File: config.mk
export PLATFORM = sky130hd
export DESIGN_NAME = srlatch_pulse_sched
export DESIGN_NICKNAME = d
export VERILOG_FILES = /design/src/rtl/srlatch_pulse_sched.sv
export SDC_FILE = /design/constraint.sdc
export NUM_CORES = 1
export LEC_CHECK = 0
export CAP_MARGIN = 20
export CORE_MARGIN = 2
export CORE_UTILIZATION = 50
export DETAILED_ROUTE_END_ITERATION = 16
export PLACE_DENSITY = 0.7
export SLEW_MARGIN = 20
export SYNTH_ARGS = -nofsm -noshare
export SYNTH_HDL_FRONTEND = slang
export SYNTH_SLANG_ARGS = --single-unit
File: constraint.sdc
create_clock -name clk -period 4.4 [get_ports clk]
set_input_delay 1.1 -clock clk [delete_from_list [all_inputs] [get_ports clk]]
set_output_delay 1.1 -clock clk [all_outputs]
set_load 0.005 [all_outputs]
File: src/rtl/srlatch_pulse_sched.sv
// Round-robin scheduler driving a bank of NAND-form SR latches with timed,
// non-overlapping active-low pulses. Optional feature macro: SRLATCH_SCHED_VERIFY_EN.
module srlatch_pulse_sched #(
  parameter int N       = 4,
  parameter int PULSE_W = 2,
  parameter int GAP_W   = 1
) (
  input  logic                              clk,
  input  logic                              rst_n,
  input  logic [N-1:0]                      set_req,
  input  logic [N-1:0]                      rst_req,
`ifdef SRLATCH_SCHED_VERIFY_EN
  input  logic [N-1:0]                      q,
  output logic                              verify_err,
`endif
  output logic [N-1:0]                      s_n,
  output logic [N-1:0]                      r_n,
  output logic                              busy,
  output logic                              done,
  output logic [((N > 1) ? $clog2(N) : 1)-1:0] done_idx,
  output logic                              conflict
);

  localparam int IW   = (N > 1) ? $clog2(N) : 1;
  localparam int MAXW = (PULSE_W > GAP_W) ? PULSE_W : GAP_W;
  localparam int CW   = $clog2(MAXW) + 1;
  localparam logic [N-1:0] ONE = N'(1);

  typedef enum logic [1:0] {S_IDLE, S_PULSE, S_GAP} state_t;

  state_t         state;
  logic [CW-1:0]  cnt;
  logic [N-1:0]   pending_set, pending_rst;
  logic [N-1:0]   nxt_set, nxt_rst, clr;
  logic [IW-1:0]  rr_ptr, g_idx, gnt_idx;
  logic           g_set, gnt_found;

  // First pending index at or after rr_ptr, wrapping modulo N.
  always_comb begin
    int unsigned cand;
    logic [IW-1:0] cand_i;
    gnt_found = 1'b0;
    gnt_idx   = '0;
    for (int unsigned k = 0; k < N; k++) begin
      cand   = (32'(rr_ptr) + k) % N;
      cand_i = IW'(cand);
      if (!gnt_found && (pending_set[cand_i] || pending_rst[cand_i])) begin
        gnt_found = 1'b1;
        gnt_idx   = cand_i;
      end
    end
  end

  // Grant clears its bit first so a same-cycle request survives as fresh pending.
  always_comb begin
    clr     = (state == S_IDLE && gnt_found) ? (ONE << gnt_idx) : '0;
    nxt_set = (set_req & ~rst_req) | (pending_set & ~clr & ~set_req & ~rst_req);
    nxt_rst = (rst_req & ~set_req) | (pending_rst & ~clr & ~set_req & ~rst_req);
  end

`ifdef SRLATCH_SCHED_VERIFY_EN
  logic first_gap;
  assign verify_err = first_gap & (q[g_idx] != g_set);
`endif

  always_ff @(posedge clk or negedge rst_n) begin
    if (!rst_n) begin
      state       <= S_IDLE;
      cnt         <= '0;
      s_n         <= '1;
      r_n         <= '1;
      busy        <= 1'b0;
      done        <= 1'b0;
      done_idx    <= '0;
      conflict    <= 1'b0;
      pending_set <= '0;
      pending_rst <= '0;
      rr_ptr      <= '0;
      g_idx       <= '0;
      g_set       <= 1'b0;
`ifdef SRLATCH_SCHED_VERIFY_EN
      first_gap   <= 1'b0;
`endif
    end else begin
      pending_set <= nxt_set;
      pending_rst <= nxt_rst;
      conflict    <= |(set_req & rst_req);
      done        <= 1'b0;
`ifdef SRLATCH_SCHED_VERIFY_EN
      first_gap   <= 1'b0;
`endif
      case (state)
        S_IDLE: begin
          if (gnt_found) begin
            g_idx <= gnt_idx;
            g_set <= pending_set[gnt_idx];
            cnt   <= CW'(PULSE_W - 1);
            busy  <= 1'b1;
            state <= S_PULSE;
            if (pending_set[gnt_idx]) s_n <= ~(ONE << gnt_idx);
            else                      r_n <= ~(ONE << gnt_idx);
          end
        end
        S_PULSE: begin
          if (cnt == '0) begin
            s_n   <= '1;
            r_n   <= '1;
            cnt   <= CW'(GAP_W - 1);
            state <= S_GAP;
`ifdef SRLATCH_SCHED_VERIFY_EN
            first_gap <= 1'b1;
`endif
          end else begin
            cnt <= cnt - 1'b1;
          end
        end
        S_GAP: begin
          if (cnt == '0) begin
            busy     <= 1'b0;
            done     <= 1'b1;
            done_idx <= g_idx;
            rr_ptr   <= (g_idx == IW'(N - 1)) ? '0 : g_idx + 1'b1;
            state    <= S_IDLE;
          end else begin
            cnt <= cnt - 1'b1;
          end
        end
        default: state <= S_IDLE;
      endcase
    end
  end

endmodule

# ---- After elaboration in Yosys (flattened, before gate mapping)
# Cells that the tools add are included.
dict set report op_classes {
  muxes 47
  bitwise 15
  add_sub_neg 5
  n_reduce_logical 24
  mul 0
  div 0
  n_eq_ne 9
  order_cmp 5
  shifts 1
}
# operator count
set ops {}
lappend ops {{$and A4 B4 Y4} 9}
lappend ops {{$mux W4} 6}
lappend ops {{$mux W2} 10}
lappend ops {{$bmux W1 S2} 9}
lappend ops {{$mux W1} 17}
lappend ops {{$not A4 Y4} 4}
lappend ops {{$pmux W4 S2} 2}
lappend ops {{$lt A2 B3 Y1 const B} 5}
lappend ops {{$pmux W2 S3} 2}
lappend ops {{$ne A2 B2 Y1 const B} 5}
lappend ops {{$reduce_and A3 Y1} 3}
lappend ops {{$or A4 B4 Y4} 2}
lappend ops {{$reduce_and A4 Y1} 2}
lappend ops {{$add A2 B1 Y2 const B} 2}
lappend ops {{$add A2 B2 Y2 const B} 2}
lappend ops {{$eq A2 B2 Y1 const B} 2}
lappend ops {{$logic_and A1 B1 Y1} 4}
lappend ops {{$logic_not A2 Y1} 2}
lappend ops {{$logic_or A1 B1 Y1} 4}
lappend ops {{$reduce_and A2 Y1} 2}
lappend ops {{$reduce_bool A2 Y1} 2}
lappend ops {{$reduce_or A4 Y1} 1}
lappend ops {{$shl A1 B2 Y4 const A} 1}
lappend ops {{$logic_not A1 Y1} 3}
lappend ops {{5 further kinds} 5}
dict set report totals {
  latchBits 0
  register_bits 29
  mem_bits_rw 0
  rom_bits 0
  mem_count 0
}

# ---- Depth between registers and ports, before layout
dict set report depth {
  ltp_word 20
  mapped_depth 8
}

# ---- Worst setup path after synthesis
# OpenSTA, ideal clock, no wires.
dict set report synth_path {
  kind {register to register}
  start {reg state[1]}
  end {reg r_n[2]}
  required_time_ns 4.318
  setup_time_ns 0.082
  slack_ns 2.404
  n_path_buf 1
  path_stages_with_launch 8
  arrival_time_ns 1.914
  synth_period_minus_slack_ns 1.996
  cell_sequence {dfrtp_1 > inv_1 > ha_1 > clkbuf_1 > mux2i_1 > a31oi_1 > a21boi_2 > mux2_2}
}
dict set report synth_via {
  elab_chain_len 3
  elab_cells_between_ends 8
}
# element line
set synth_lines {}
lappend synth_lines {{start, declared} 31} ;# state_t state;
lappend synth_lines {{start signal, assigned} 68} ;# state <= S_IDLE;
lappend synth_lines {{start signal, assigned} 99} ;# state <= S_PULSE;
lappend synth_lines {{start signal, assigned} 109} ;# state <= S_GAP;
lappend synth_lines {{$eq A2 B1 Y1 / $logic_not A2 Y1 (equally long branches)} 92} ;# case (state)
lappend synth_lines {{$ne A2 B2 Y1 (no source line) / $reduce_bool A2 Y1 (equally long branches)} -}
lappend synth_lines {{$reduce_and A4 Y1 (no source line)} -}
lappend synth_lines {{end signal, assigned} 101} ;# else r_n <= ~(ONE << gnt_idx);
lappend synth_lines {{end, declared} 17} ;# output logic [N-1:0] r_n,
# Parallel ways exist; a longest one is shown, timed or not.
# A chain may end at the register's enable or synchronous reset.

# ---- Worst setup path after layout
dict set report layout_path {
  start {reg pending_set[0]}
  end {reg r_n[3]}
}
dict set report layout_via {
  elab_chain_len 18
  elab_cells_between_ends 36
}
# element line
set layout_lines {}
lappend layout_lines {{start, declared} 33} ;# logic [N-1:0] pending_set, pending_rst;
lappend layout_lines {{start signal, assigned} 85} ;# pending_set <= nxt_set;
lappend layout_lines {{branches (longest 18 deep; another with $bmux W1 S2)} -}
# Parallel ways; which one is timed is not known. The select of a mux whose other input is x is not followed.

==> results_dict.tcl <==
set metrics [dict create \
    num_rows 20 \
    end_kind "flip-flop" \
    grt_start_max_net_pins 25 \
    viasPerCell 5.57 \
    grt_pass1_vias 1254 \
    ant_nets 0 \
    synth_edf_count 0 \
    finalMaxSlewViolations 0 \
    fin_cells 235 \
    hp-class "flip-flop to flip-flop" \
    worst_pin_slew_ns 0.949 \
    seq_power_share_pct 35.9 \
    rsz0062_at_grt "false" \
    required_ns 4.65 \
    io_pins 23 \
    power_frac_clock_pct 15.5 \
    post-synth-top-area-fraction_pct 33.1 \
    cp-start-kind "flip-flop" \
    fmax_mhz 380 \
    initial_core_util_pct 52.4 \
    p_sw_mw 0.469 \
    grt_usage_pct 20.7 \
    power_mw 1.19 \
    synth_most_common_cell "dfrtp_1" \
    synth_ff_type "dfrtp_1" \
    yosysTopAreaCell "dfrtp_1" \
    slew-limit-headroom_pct 36.7 \
    timing.final.crit_share_pct 59.9 \
    fillers 257 \
    cts_sinks 29 \
    antenna_cells 0 \
    clock_skew_ns 0.0108 \
    status "completed" \
    finalHoldViolCount 0 \
    port-buffer-count 22 \
    ys_seq_area_share_pct 46.4 \
    htreeDepth 2 \
    insertion_delay_ns 0.32 \
    setup_viol 0 \
    grt_pass1_wl_mm 5.58 \
    power.share.combinational_pct 48.6 \
    first_pass_iters 4 \
    synth.area.top_cells "dfrtp_1 33%, dfstp_2 13%, ha_1 6.3%, a21oi_1 4.1%, inv_1 3.5%" \
    max-vdd-ir-drop_uv 325 \
    core-area_um2 3030 \
    overflow 0 \
    hpwlAfterDp_mm 2.47 \
    critPathMaxFanout 11 \
    die_h_um 60.3 \
    post-cts-setup-buffers 0 \
    dieArea_um2 3640 \
    arrival_ns 2.88 \
    sw_frac_of_total_pct 39.4 \
    path_class "flip-flop to flip-flop" \
    synth_seq_cells 29 \
    maxCapViolCount 0 \
    dp.cells 227 \
    synthArstFlopShare_pct 100 \
    syn-cell-area_um2 1590 \
    ys_top_cells_by_count "21 x dfrtp_1, 15 x inv_1, 15 x nand2_1" \
    whs_path_depth 2 \
    antenna_found_initial 0 \
    synth_nets 182 \
    layout-drive-gt1-share_pct 15.7 \
    yosysWarningCount 0 \
    path_clk_slew_ns 0.09 \
    fin_crit_ns 2.63 \
    syn_to_final_growth_pct 20.5 \
    power.density_nw_per_um2 623 \
    cts_hold_buf 0 \
    drc 0 \
    cts_buffer_depth 2 \
    via_count 1309 \
    internal-power_mw 0.721 \
    die_w_um 60.3 \
    gp_congestion 0.895 \
    ys_types 43 \
    fin_tns_setup_ns 0 \
    drtIter0Drc 53 \
    root_buffer "clkbuf_4" \
    cts_resized 0 \
    cts_buffers 5 \
    cts_tree "done" \
    post_drt_wl_per_cell_um 14.1 \
    r2r_cells 6 \
    layout.nets 208 \
    synthCells 164 \
    routed_wl_mm 3.31 \
    avgSynthCellArea_um2 9.67 \
    p_leak_nw 0.842 \
]
metal layers:
layer	global-route usage, %	part of all wire, %	up-vias
met3	7.46	4.9	6
met1	25.2	46	632
met5	0	0	-
li1	-	-	644
met2	34.0	48	27
met4	6.98	1.3	0
state kept, by name, summed over array words and instances, names as in the netlist:
register / count
busy: 1
cnt: 2
conflict: 1
done: 1
done_idx: 2
g_idx: 2
pending_rst: 4
pending_set: 4
r_n: 4
rr_ptr: 2
s_n: 4
state: 2
layout make-up:
class | instances | area [µm²] | share of cell area, %
Clock buffer | 7 | 65.1 | 3.40
Sequential cell | 29 | 736 | 38.5
Inverter | 15 | 56.3 | 2.95
Timing Repair Buffer | 23 | 223 | 11.6
Multi-Input combinational cell | 116 | 772 | 40.4
Tap cell | 44 | 55.1 | 2.88
Clock inverter | 1 | 5.00 | 0.262
power groups by stage:
stage               sequential, mW  combinational [mW]  clock (mW)
floorplan                    0.422               0.410           0
global placement             0.429               0.562           0
detailed placement           0.433               0.578           0
CTS                          0.428               0.583       0.188
global route                 0.441               0.650       0.200
finish                       0.428               0.579       0.184
path summary, 6_finish.rpt:
| path | to | startpoint | slack (ns) |
|---|---|---|---|
| setup / recovery | r_n[3]$_DFFE_PN1P_ | pending_set[0]$_DFF_PN0_ | 1.77 |
| hold / removal | s_n[3]$_DFFE_PN1P_ | s_n[3]$_DFFE_PN1P_ | 0.50 |
| setup reg to reg | r_n[3]$_DFFE_PN1P_ | pending_set[0]$_DFF_PN0_ | 1.77 |
| hold reg to reg | s_n[3]$_DFFE_PN1P_ | s_n[3]$_DFFE_PN1P_ | 0.50 |
| max in group asynchronous | r_n[3]$_DFFE_PN1P_ | rst_n | 3.06 |
| min in group asynchronous | pending_rst[3]$_DFF_PN0_ | rst_n | 0.74 |
critical path, cell delays in order, from the launching register on:
cell and delay, ns:
dfrtp_1 0.45, nor2_1 0.26, o211ai_1 0.11, a32oi_1 0.80
nand3_1 0.27, a21boi_2 0.30, mux2_2 0.37
kinds of logic (layout without fill, tap and decap cells):
group,count (synthesis),count (layout),synth area share (%)
compound gates,52,52,22.9
simple gates,50,50,15.3
flops,29,29,46.4
buf+inv,19,46,4.97
fa+ha+maj,8,8,6.31
mux,6,6,4.18
through the flow:
step | hold WS, ns | area [µm²] | setup WS [ns] | utilization, %
2_1_floorplan | 0.468 | 1590 | 2.40 | -
3_3_place_gp | 0.485 | 1850 | 1.91 | 61.0
3_5_place_dp | 0.487 | 1850 | 1.77 | 61.0
4_1_cts | 0.501 | 1920 | 1.78 | 63.3
5_1_grt | 0.506 | 1910 | 1.51 | 63.1
6_report | 0.499 | 1910 | 1.77 | 63.1
layout by cell type, fill, tap and decap left out, drive strengths merged, types with 2 or more instances in the layout:
cell / n
dfstp: 8
o211ai: 2
a21boi: 2
ha: 8
inv: 15
mux2: 5
or3: 2
nand3b: 2
o32ai: 2
nor4: 2
nand3: 6
o21ai: 8
nand2b: 2
o32a: 2
a21o: 2
a22oi: 3
a31oi: 6
o21bai: 3
nor3b: 2
o22ai: 2
clkbuf: 7
nor2: 14
dfrtp: 21
buf: 2
nand2: 15
clkdlybuf4s50: 21
or2: 2
a21oi: 13
(Power assumes the default switching activity.)
